### config.mk
export PLATFORM = sky130hd
export DESIGN_NAME = transmissor_seq
export DESIGN_NICKNAME = d
export VERILOG_FILES = /design/src/rtl/transmissor_seq.sv
export SDC_FILE = /design/constraint.sdc
export NUM_CORES = 1
export LEC_CHECK = 0
export CAP_MARGIN = 10
export CORE_MARGIN = 2
export CORE_UTILIZATION = 35
export DETAILED_ROUTE_END_ITERATION = 10
export GPL_ROUTABILITY_DRIVEN = 0
export SLEW_MARGIN = 30
export SYNTH_ARGS = -nofsm -noshare
export SYNTH_HDL_FRONTEND = slang
export SYNTH_SLANG_ARGS = --single-unit
### constraint.sdc
create_clock -name clk -period 5.7 [get_ports clk]
set_input_delay 1.14 -clock clk [delete_from_list [all_inputs] [get_ports clk]]
set_output_delay 1.14 -clock clk [all_outputs]
set_load 0.02 [all_outputs]
### src/rtl/transmissor_seq.sv
// -----------------------------------------------------------------------------
// transmissor_seq
//
// Buffers up to PROF 3-bit symbol indices and, on request, transmits them in
// order as 7-segment codes to a downstream sequence detector. Each symbol is
// presented for exactly one clock with ctrl high. Consecutive symbols are
// separated by GAP idle clocks with ctrl low and a blank code. A transmission
// ends with a one-cycle fim pulse, after which the buffer is emptied.
//
// All outputs except cheio are registered. They are loaded from the next-state
// values, so ctrl rises on the same edge that samples inicio. The outputs then
// stay stable through the falling edge, where the detector samples them.
//
// Parameters
//   PROF    symbol buffer depth, 1..8
//   GAP     idle clocks between transmitted symbols, 0..15
//
// Ports
//   clk      rising-edge clock
//   res      asynchronous, active-high reset
//   simbolo  symbol index to append
//   escreve  append simbolo (idle only, ignored when full)
//   inicio   start transmitting the buffered symbols (idle only)
//   codigo   registered 7-segment code, blank whenever ctrl is low
//   ctrl     registered strobe, one clock per transmitted symbol
//   ocupado  registered, high for the whole transmission including fim
//   fim      registered one-cycle end-of-transmission pulse
//   nivel    number of stored symbols
//   cheio    high when nivel equals PROF
// -----------------------------------------------------------------------------
module transmissor_seq #(
   parameter int PROF = 8,
   parameter int GAP  = 2
) (
   input  logic       clk,
   input  logic       res,
   input  logic [2:0] simbolo,
   input  logic       escreve,
   input  logic       inicio,
   output logic [6:0] codigo,
   output logic       ctrl,
   output logic       ocupado,
   output logic       fim,
   output logic [3:0] nivel,
   output logic       cheio
);

   typedef enum logic [1:0] {
      OCIOSO = 2'd0,
      ENVIA  = 2'd1,
      PAUSA  = 2'd2,
      FIM    = 2'd3
   } state_t;

   localparam logic [6:0] BLANK   = 7'b1111111;
   localparam logic [3:0] PROF_L  = 4'(PROF);
   localparam bit         HAS_GAP = (GAP > 0);
   // The pause counter is loaded with GAP-1 and counts down to zero, which
   // gives exactly GAP cycles in PAUSA.
   localparam logic [3:0] GAP_M1  = (GAP > 0) ? 4'(GAP - 1) : 4'd0;

   // Symbol index to 7-segment code. Index 5 is the abort code. It is sent
   // like any other symbol, and the detector gives it its meaning.
   function automatic logic [6:0] map_code(input logic [2:0] s);
      logic [6:0] c;
      case (s)
         3'd0:    c = 7'b0010000;
         3'd1:    c = 7'b0100100;
         3'd2:    c = 7'b0000010;
         3'd3:    c = 7'b1000111;
         3'd4:    c = 7'b0111010;
         3'd5:    c = 7'b0101001;
         default: c = BLANK;
      endcase
      return c;
   endfunction

   // ---------------------------------------------------------------------------
   // State and datapath registers
   // ---------------------------------------------------------------------------
   state_t     state, state_d;
   logic [2:0] wp, wp_d;
   logic [2:0] rp, rp_d;
   logic [3:0] nivel_q, nivel_d;
   logic [3:0] gap_cnt, gap_cnt_d;
   logic       wr_en;

   logic [2:0] buf_q [PROF];

   // Next-value outputs, registered below
   logic [6:0] codigo_d;
   logic       ctrl_d;
   logic       ocupado_d;
   logic       fim_d;

   assign nivel = nivel_q;
   assign cheio = (nivel_q == PROF_L);

   // ---------------------------------------------------------------------------
   // Process 1: state register. Reset aborts any transmission at once, without
   // a further ctrl or fim pulse.
   // ---------------------------------------------------------------------------
   always_ff @(posedge clk or posedge res) begin
      if (res) begin
         state   <= OCIOSO;
         wp      <= '0;
         rp      <= '0;
         nivel_q <= '0;
         gap_cnt <= '0;
         codigo  <= BLANK;
         ctrl    <= 1'b0;
         ocupado <= 1'b0;
         fim     <= 1'b0;
      end else begin
         // NOTE: sequential state uses non-blocking assignments, so every
         // register here samples values from before this edge.
         state   <= state_d;
         wp      <= wp_d;
         rp      <= rp_d;
         nivel_q <= nivel_d;
         gap_cnt <= gap_cnt_d;
         codigo  <= codigo_d;
         ctrl    <= ctrl_d;
         ocupado <= ocupado_d;
         fim     <= fim_d;
      end
   end

   // NOTE: the symbol storage has no reset. Its contents are only read below
   // nivel, and nivel is cleared by reset, so stale data is never observed.
   always_ff @(posedge clk) begin
      if (wr_en) begin
         buf_q[wp] <= simbolo;
      end
   end

   // ---------------------------------------------------------------------------
   // Process 2: next-state and datapath update logic
   // ---------------------------------------------------------------------------
   always_comb begin
      // NOTE: every signal gets a default first, so no path leaves one
      // unassigned and no latch is inferred.
      state_d   = state;
      wp_d      = wp;
      rp_d      = rp;
      nivel_d   = nivel_q;
      gap_cnt_d = gap_cnt;
      wr_en     = 1'b0;

      case (state)
         OCIOSO: begin
            // inicio wins over a simultaneous escreve, which is dropped
            if (inicio) begin
               rp_d = '0;
               if (nivel_q != 4'd0) begin
                  state_d = ENVIA;
               end else begin
                  state_d = FIM;
               end
            end else if (escreve && !cheio) begin
               wr_en   = 1'b1;
               wp_d    = wp + 3'd1;
               nivel_d = nivel_q + 4'd1;
            end
         end

         ENVIA: begin
            // More symbols remain while rp+1 < nivel. This form avoids
            // underflow in nivel-1.
            if (({1'b0, rp} + 4'd1) < nivel_q) begin
               if (HAS_GAP) begin
                  state_d   = PAUSA;
                  gap_cnt_d = GAP_M1;
               end else begin
                  state_d = ENVIA;
                  rp_d    = rp + 3'd1;
               end
            end else begin
               state_d = FIM;
            end
         end

         PAUSA: begin
            if (gap_cnt == 4'd0) begin
               state_d = ENVIA;
               rp_d    = rp + 3'd1;
            end else begin
               gap_cnt_d = gap_cnt - 4'd1;
            end
         end

         FIM: begin
            // The buffer is emptied only on leaving FIM. This keeps nivel
            // stable for the whole transmission.
            state_d = OCIOSO;
            wp_d    = '0;
            rp_d    = '0;
            nivel_d = '0;
         end

         default: begin
            state_d = OCIOSO;
         end
      endcase
   end

   // ---------------------------------------------------------------------------
   // Process 3: output logic. The outputs are decoded from the next state and
   // then registered. This places ctrl/codigo in the same cycle as the state
   // they describe, with no combinational path to the pins.
   // ---------------------------------------------------------------------------
   always_comb begin
      ctrl_d    = (state_d == ENVIA);
      fim_d     = (state_d == FIM);
      ocupado_d = (state_d != OCIOSO);
      codigo_d  = BLANK;
      if (state_d == ENVIA) begin
         codigo_d = map_code(buf_q[rp_d]);
      end
   end

endmodule
Word-level counts from Yosys, hierarchy flattened
Memory sizes are Yosys's and may differ from the RTL's.
Cells that the tools add are included.
- register bits after elaboration: 26
- bits in writable memories: 24
- input port bits: 7
- output and inout port bits: 15
- memories kept: 1
- $add $sub $neg: 5
- order comparisons: 1
- equal/unequal tests: 15
- multiplexer cells: 24
- reductions and logical operators: 11
- memory list (name ; words ; bits a word ; rd ports ; clocked after memory_dff ; write ports ; line ; source):
    buf_q ; 8 ; 3 ; 1 ; 0 ; 1 ; 88 ; logic [2:0] buf_q [PROF];
- operators by type and width (operator ; number):
    case mux 7 bit (6 select lines) ; 1
    two-way mux 4 bit ; 4
    case mux 4 bit (2 select lines) ; 2
    two-way mux 3 bit ; 4
    case mux 3 bit (4 select lines) ; 1
    != test 2 bit (second input constant) ; 4
    case mux 2 bit (4 select lines) ; 1
    two-way mux 7 bit ; 1
    adder 3 x 1 -> 3 bit (second input constant) ; 2
    equality test 2 bit (second input constant) ; 3
    equality test 3 x 2 -> 1 bit (second input constant) ; 2
    equality test 3 bit (second input constant) ; 2
    two-way mux 1 bit ; 6
    two-way mux 2 bit ; 3
    case mux 3 bit (2 select lines) ; 1
    AND reduction 3 bit ; 2
    nonzero test 2 bit ; 3
    adder 3 x 1 -> 4 bit (second input constant) ; 1
    adder 4 x 1 -> 4 bit (second input constant) ; 1
    equality test 2 x 1 -> 1 bit (second input constant) ; 2
    equality test 4 bit (second input constant) ; 1
    zero test 4 bit ; 1
    < comparator 4 bit ; 1
    nonzero test 4 bit ; 1
    6 further kinds ; 6

Depth between registers and ports, before layout
- word-level depth: 8
- gate-level depth with buffers: 10

Worst setup path after synthesis
Ideal clock, no wire load.
- path type: in2reg
- from: in inicio
- to: reg codigo[1]
- arrival time: 2.819 ns
- setup slack: 2.799 ns
- stages: 6
- buffers on the path: 1
- cells stage by stage: nor2b_2 nor3b_1 or2_1 buf_2 mux4_2 a211o_1
- cells in the longest elaborated chain, start to end: 6
- elaborated cells on any way between the ends: 14
- those cells by class: eq/ne (6); mux (6); reduce/logical (1); memory (1)
- RTL lines (what ; line ; source):
    start: declaration ; 39 ; input logic inicio,
    two-way mux 3 bit * ; 153 ; if (inicio) begin
    case mux 3 bit (4 select lines) * ; 150 ; case (state)
    net rp_d[2] ; 83 ; logic [2:0] rp, rp_d;
    memory (8 x 3 bit) * ; -- ;
    equality test 3 bit, or another cell as far along ; 66 ; case (s)
    case mux 7 bit (6 select lines) * ; 66 ;
    two-way mux 7 bit * ; 217 ; if (state_d == ENVIA) begin
    net codigo_d[1] ; 91 ; logic [6:0] codigo_d;
    end signal: assignment ; 122 ; codigo <= codigo_d;
    end: declaration ; 40 ; output logic [6:0] codigo,
The timed path passes the listed nets; every way through them passes the cells marked *.
A chain may end at the register's enable or synchronous reset.

Worst setup path in the final report
- from: in inicio
- to: reg codigo[0]
- cells in the longest elaborated chain, start to end: 6
- elaborated cells on any way between the ends: 14
- those cells by class: eq/ne (6); mux (6); reduce/logical (1); memory (1)
- RTL lines (what ; line):
    two-way mux 3 bit ; 153
    case mux 3 bit (4 select lines) ; 150
    memory (8 x 3 bit) ; --
    equality test 3 bit, or another cell as far along ; 66
    case mux 7 bit (6 select lines) ; 66
    two-way mux 7 bit * ; 217
    net codigo_d[0] ; 91
Marked as above.

==> flow_metrics.py <==
metrics = {
    "power": {
        "intPower_uw": 712,
        "p_per_area_nw_per_um2": 403,
        "p_sw_share_pct": 37.1,
        "p_comb_share_pct": 35.1,
        "power.leakage_uw": 0.00111,
        "peakVddDrop_mv": 0.102,
        "p_sw_uw": 420,
        "sequentialPowerShare_pct": 45.5,
        "pwr-share-clk_pct": 19.4,
    },
    "logic_synthesis": {
        "synth_cell_type_count": 46,
        "yosysSeqAreaShare_pct": 56.8,
        "ys_warn_count": 0,
        "synth_area_leaders": "edfxtp_1 (30%), dfrtp_1 (20%), dfstp_2 (7.6%)",
        "syn_area_per_cell_um2": 11.5,
        "synth_largest_area_cell": "edfxtp_1",
        "syn_nets": 227,
        "synth_edf_count": 24,
        "ys.flop_type": "edfxtp_1",
        "synth_top_area_share_pct": 29.7,
        "syn_area_um2": 2430,
        "ys_seq_elements": 50,
        "async_flop_share_pct": 52.0,
        "netlist_instances": 211,
    },
    "sta": {
        "rsz0062_at_grt": "no",
        "worst_pin_slew_ns": 0.702,
        "finalSetupViolCount": 0,
        "slew_viol_final": 0,
        "slew_headroom_pct": 51.9,
        "fmax_mhz": 297,
        "final.setup.tns_ns": 0,
        "post-route-period-util_pct": 59.0,
        "hold_viol_final": 0,
        "finClkSkew_ns": 0.00529,
        "whs_ns": 0.512,
        "period_minus_slack_ns": 3.36,
    },
    "global_routing": {
        "overflow": 0,
        "grt_pass1_vias": 1430,
        "grt_pass1_wl_um": 7340,
        "grt_max_degree": 27,
        "antenna_found_initial": 0,
        "grtUsageTotal_pct": 12.4,
    },
    "clocking": {
        "ctsLongestPathBuffers": 2,
        "insertion_delay_ns": 0.31,
        "cts_tree": "built",
        "post_cts_resized": 0,
        "hold_buffers": 0,
        "numCtsBuffers": 5,
        "htreeDepth": 2,
        "cts.sinks": 50,
        "post_cts_buffers": 0,
        "clockRootBuffer": "clkbuf_8",
        "path_clk_slew_ns": 0.10,
    },
    "final_layout": {
        "diodes": 0,
        "layout_commonest_cell": "edfxtp_1",
        "finalCoreUtilization_pct": 41.5,
        "final_net_count": 248,
        "drive_above_1_share_pct": 9.01,
        "area_delta_synth_final_pct": 15.5,
        "mostFrequentLayoutCells": "edfxtp_1 (24), clkdlybuf4s50_1 (21), nand2_1 (20)",
    },
    "route": {
        "dr.pass1.iters": 4,
        "detail-route-antenna-nets": 0,
        "wl_um": 4310,
        "vias": 1577,
        "wl_per_cell_um": 13.8,
        "drt_iter0_drc": 85,
        "drc": 0,
        "vias_per_cell": 5.04,
    },
    "floorplan": {
        "core_um2": 6760,
        "die_area_um2": 7620,
        "die_h_um": 87.3,
        "rows": 30,
        "fp.dieW_um": 87.3,
        "start_util_pct": 36.0,
        "io_pins": 22,
    },
    "worst_setup_path": {
        "worstSetupEndpointType": "flip-flop",
        "crit_chain": "clkdlybuf4s50_1 > nor2b_2 > or2_1 > and2_1 > mux2i_1 > mux4_2 > a21boi_1 > o21ai_1",
        "cpMaxStageDelayCell": "mux4_2",
        "critPathMaxFanout": 13,
        "timing.reg2reg.setup_slack_ns": 2.55,
        "r2r_end": "codigo[0]",
        "slowest_delay_ns": 0.53,
        "critical_path_arrival_ns": 3.61,
        "cp-start-kind": "primary input",
        "rr_startpoint": "gap_cnt[0]",
        "r2r_cells": 9,
        "cp_top_family": "simple AND/OR/NAND/NOR gates",
        "crit_required_ns": 5.95,
        "path_buf_inv": 1,
        "worstSetupPathType": "primary input to flip-flop",
    },
    "worst_hold_path": {
        "holdCritPathClass": "flip-flop to flip-flop",
        "hold_start": "gap_cnt[0]",
        "min_path_cells": 1,
        "min_to": "gap_cnt[0]",
    },
    "flow_run": {
        "max-cap-violations": 0,
    },
    "run_status": {
        "status": "complete, no violations",
    },
    "placement": {
        "io_buffers": 21,
        "hpwl_um": 3160,
    },
}
per-stage QoR:
stage	total power [µW]	std cells	setup slack (ns)	cell area, µm²
4_1_cts	1140	313	2.36	2810
2_1_floorplan	809	211	2.80	2430
6_report	1130	313	2.34	2810
5_1_grt	1220	313	2.15	2810
3_5_place_dp	920	305	2.03	2710
3_3_place_gp	915	305	2.08	2710
sequential cells by signal, indices dropped and copies added (netlist names):
name and count:
buf_q 24, codigo 7, ctrl 1, fim 1
gap_cnt 4, nivel 4, ocupado 1, rp 3
state 2, wp 3
area by class of cell:
| class | count | area, µm² |
|---|---|---|
| fill | 662 | 3950 |
| sequential | 50 | 1380 |
| tap | 80 | 100 |
| clock buffer | 5 | 68.8 |
| multi-input combinational | 140 | 966 |
| inverter | 14 | 52.6 |
| clock inverter | 3 | 28.8 |
| timing repair buffer | 21 | 210 |
cell families (layout without fill, tap and decap cells):
group,after synthesis,in the layout,synth area share [%]
buf+inv,21,43,3.45
compound gates,39,39,11.0
flops,50,50,56.8
mux,11,11,5.10
xor+xnor,5,5,1.80
simple gates,76,76,17.3
fa+ha+maj,9,9,4.63
worst max-delay path by stage:
| stage | from | end | slack [ns] | cells past startpoint |
|---|---|---|---|---|
| after floorplan | inicio | codigo[1] | 2.80 | 6 |
| after global placement | inicio | codigo[1] | 2.08 | 7 |
| after detailed placement | inicio | codigo[1] | 2.03 | 7 |
| after CTS | inicio | codigo[0] | 2.36 | 8 |
| after global routing | inicio | codigo[0] | 2.15 | 8 |
| final | inicio | codigo[0] | 2.34 | 8 |
layer usage:
layer,vias to the layer above,track usage (%),share of wire (%)
met5,-,0,0
met4,0,4.62,1.5
met3,6,2.56,3.3
met2,26,19.5,47
met1,747,16.9,48
li1,798,-,-
cells in the mapped netlist (4+ instances only):
cell type  number
a21boi_0        9
a21oi_1         5
and3_1          7
clkbuf_1        5
dfrtp_1        19
dfstp_2         7
edfxtp_1       24
ha_1            9
inv_1          14
mux2i_1         9
nand2_1        20
nand2b_1        8
nand3_1         7
nor2_1         12
nor3_1          4
o21ai_0         8
o22ai_1         5
o32ai_1         4
power groups by stage:
stage	registers, µW	logic [µW]	clock network (µW)
6_report	515	397	220
5_1_grt	526	454	242
4_1_cts	514	400	227
3_5_place_dp	522	399	0
3_3_place_gp	521	394	0
2_1_floorplan	522	287	0
worst register-to-register path: stages (launching register included):
cell	delay [ns]
dfrtp_1	0.42
inv_1	0.09
ha_1	0.17
nor3b_4	0.39
mux2i_1	0.67
and2_1	0.38
mux2i_1	0.12
mux4_2	0.53
a21boi_1	0.16
o21ai_1	0.16
(Power assumes the default switching activity.)
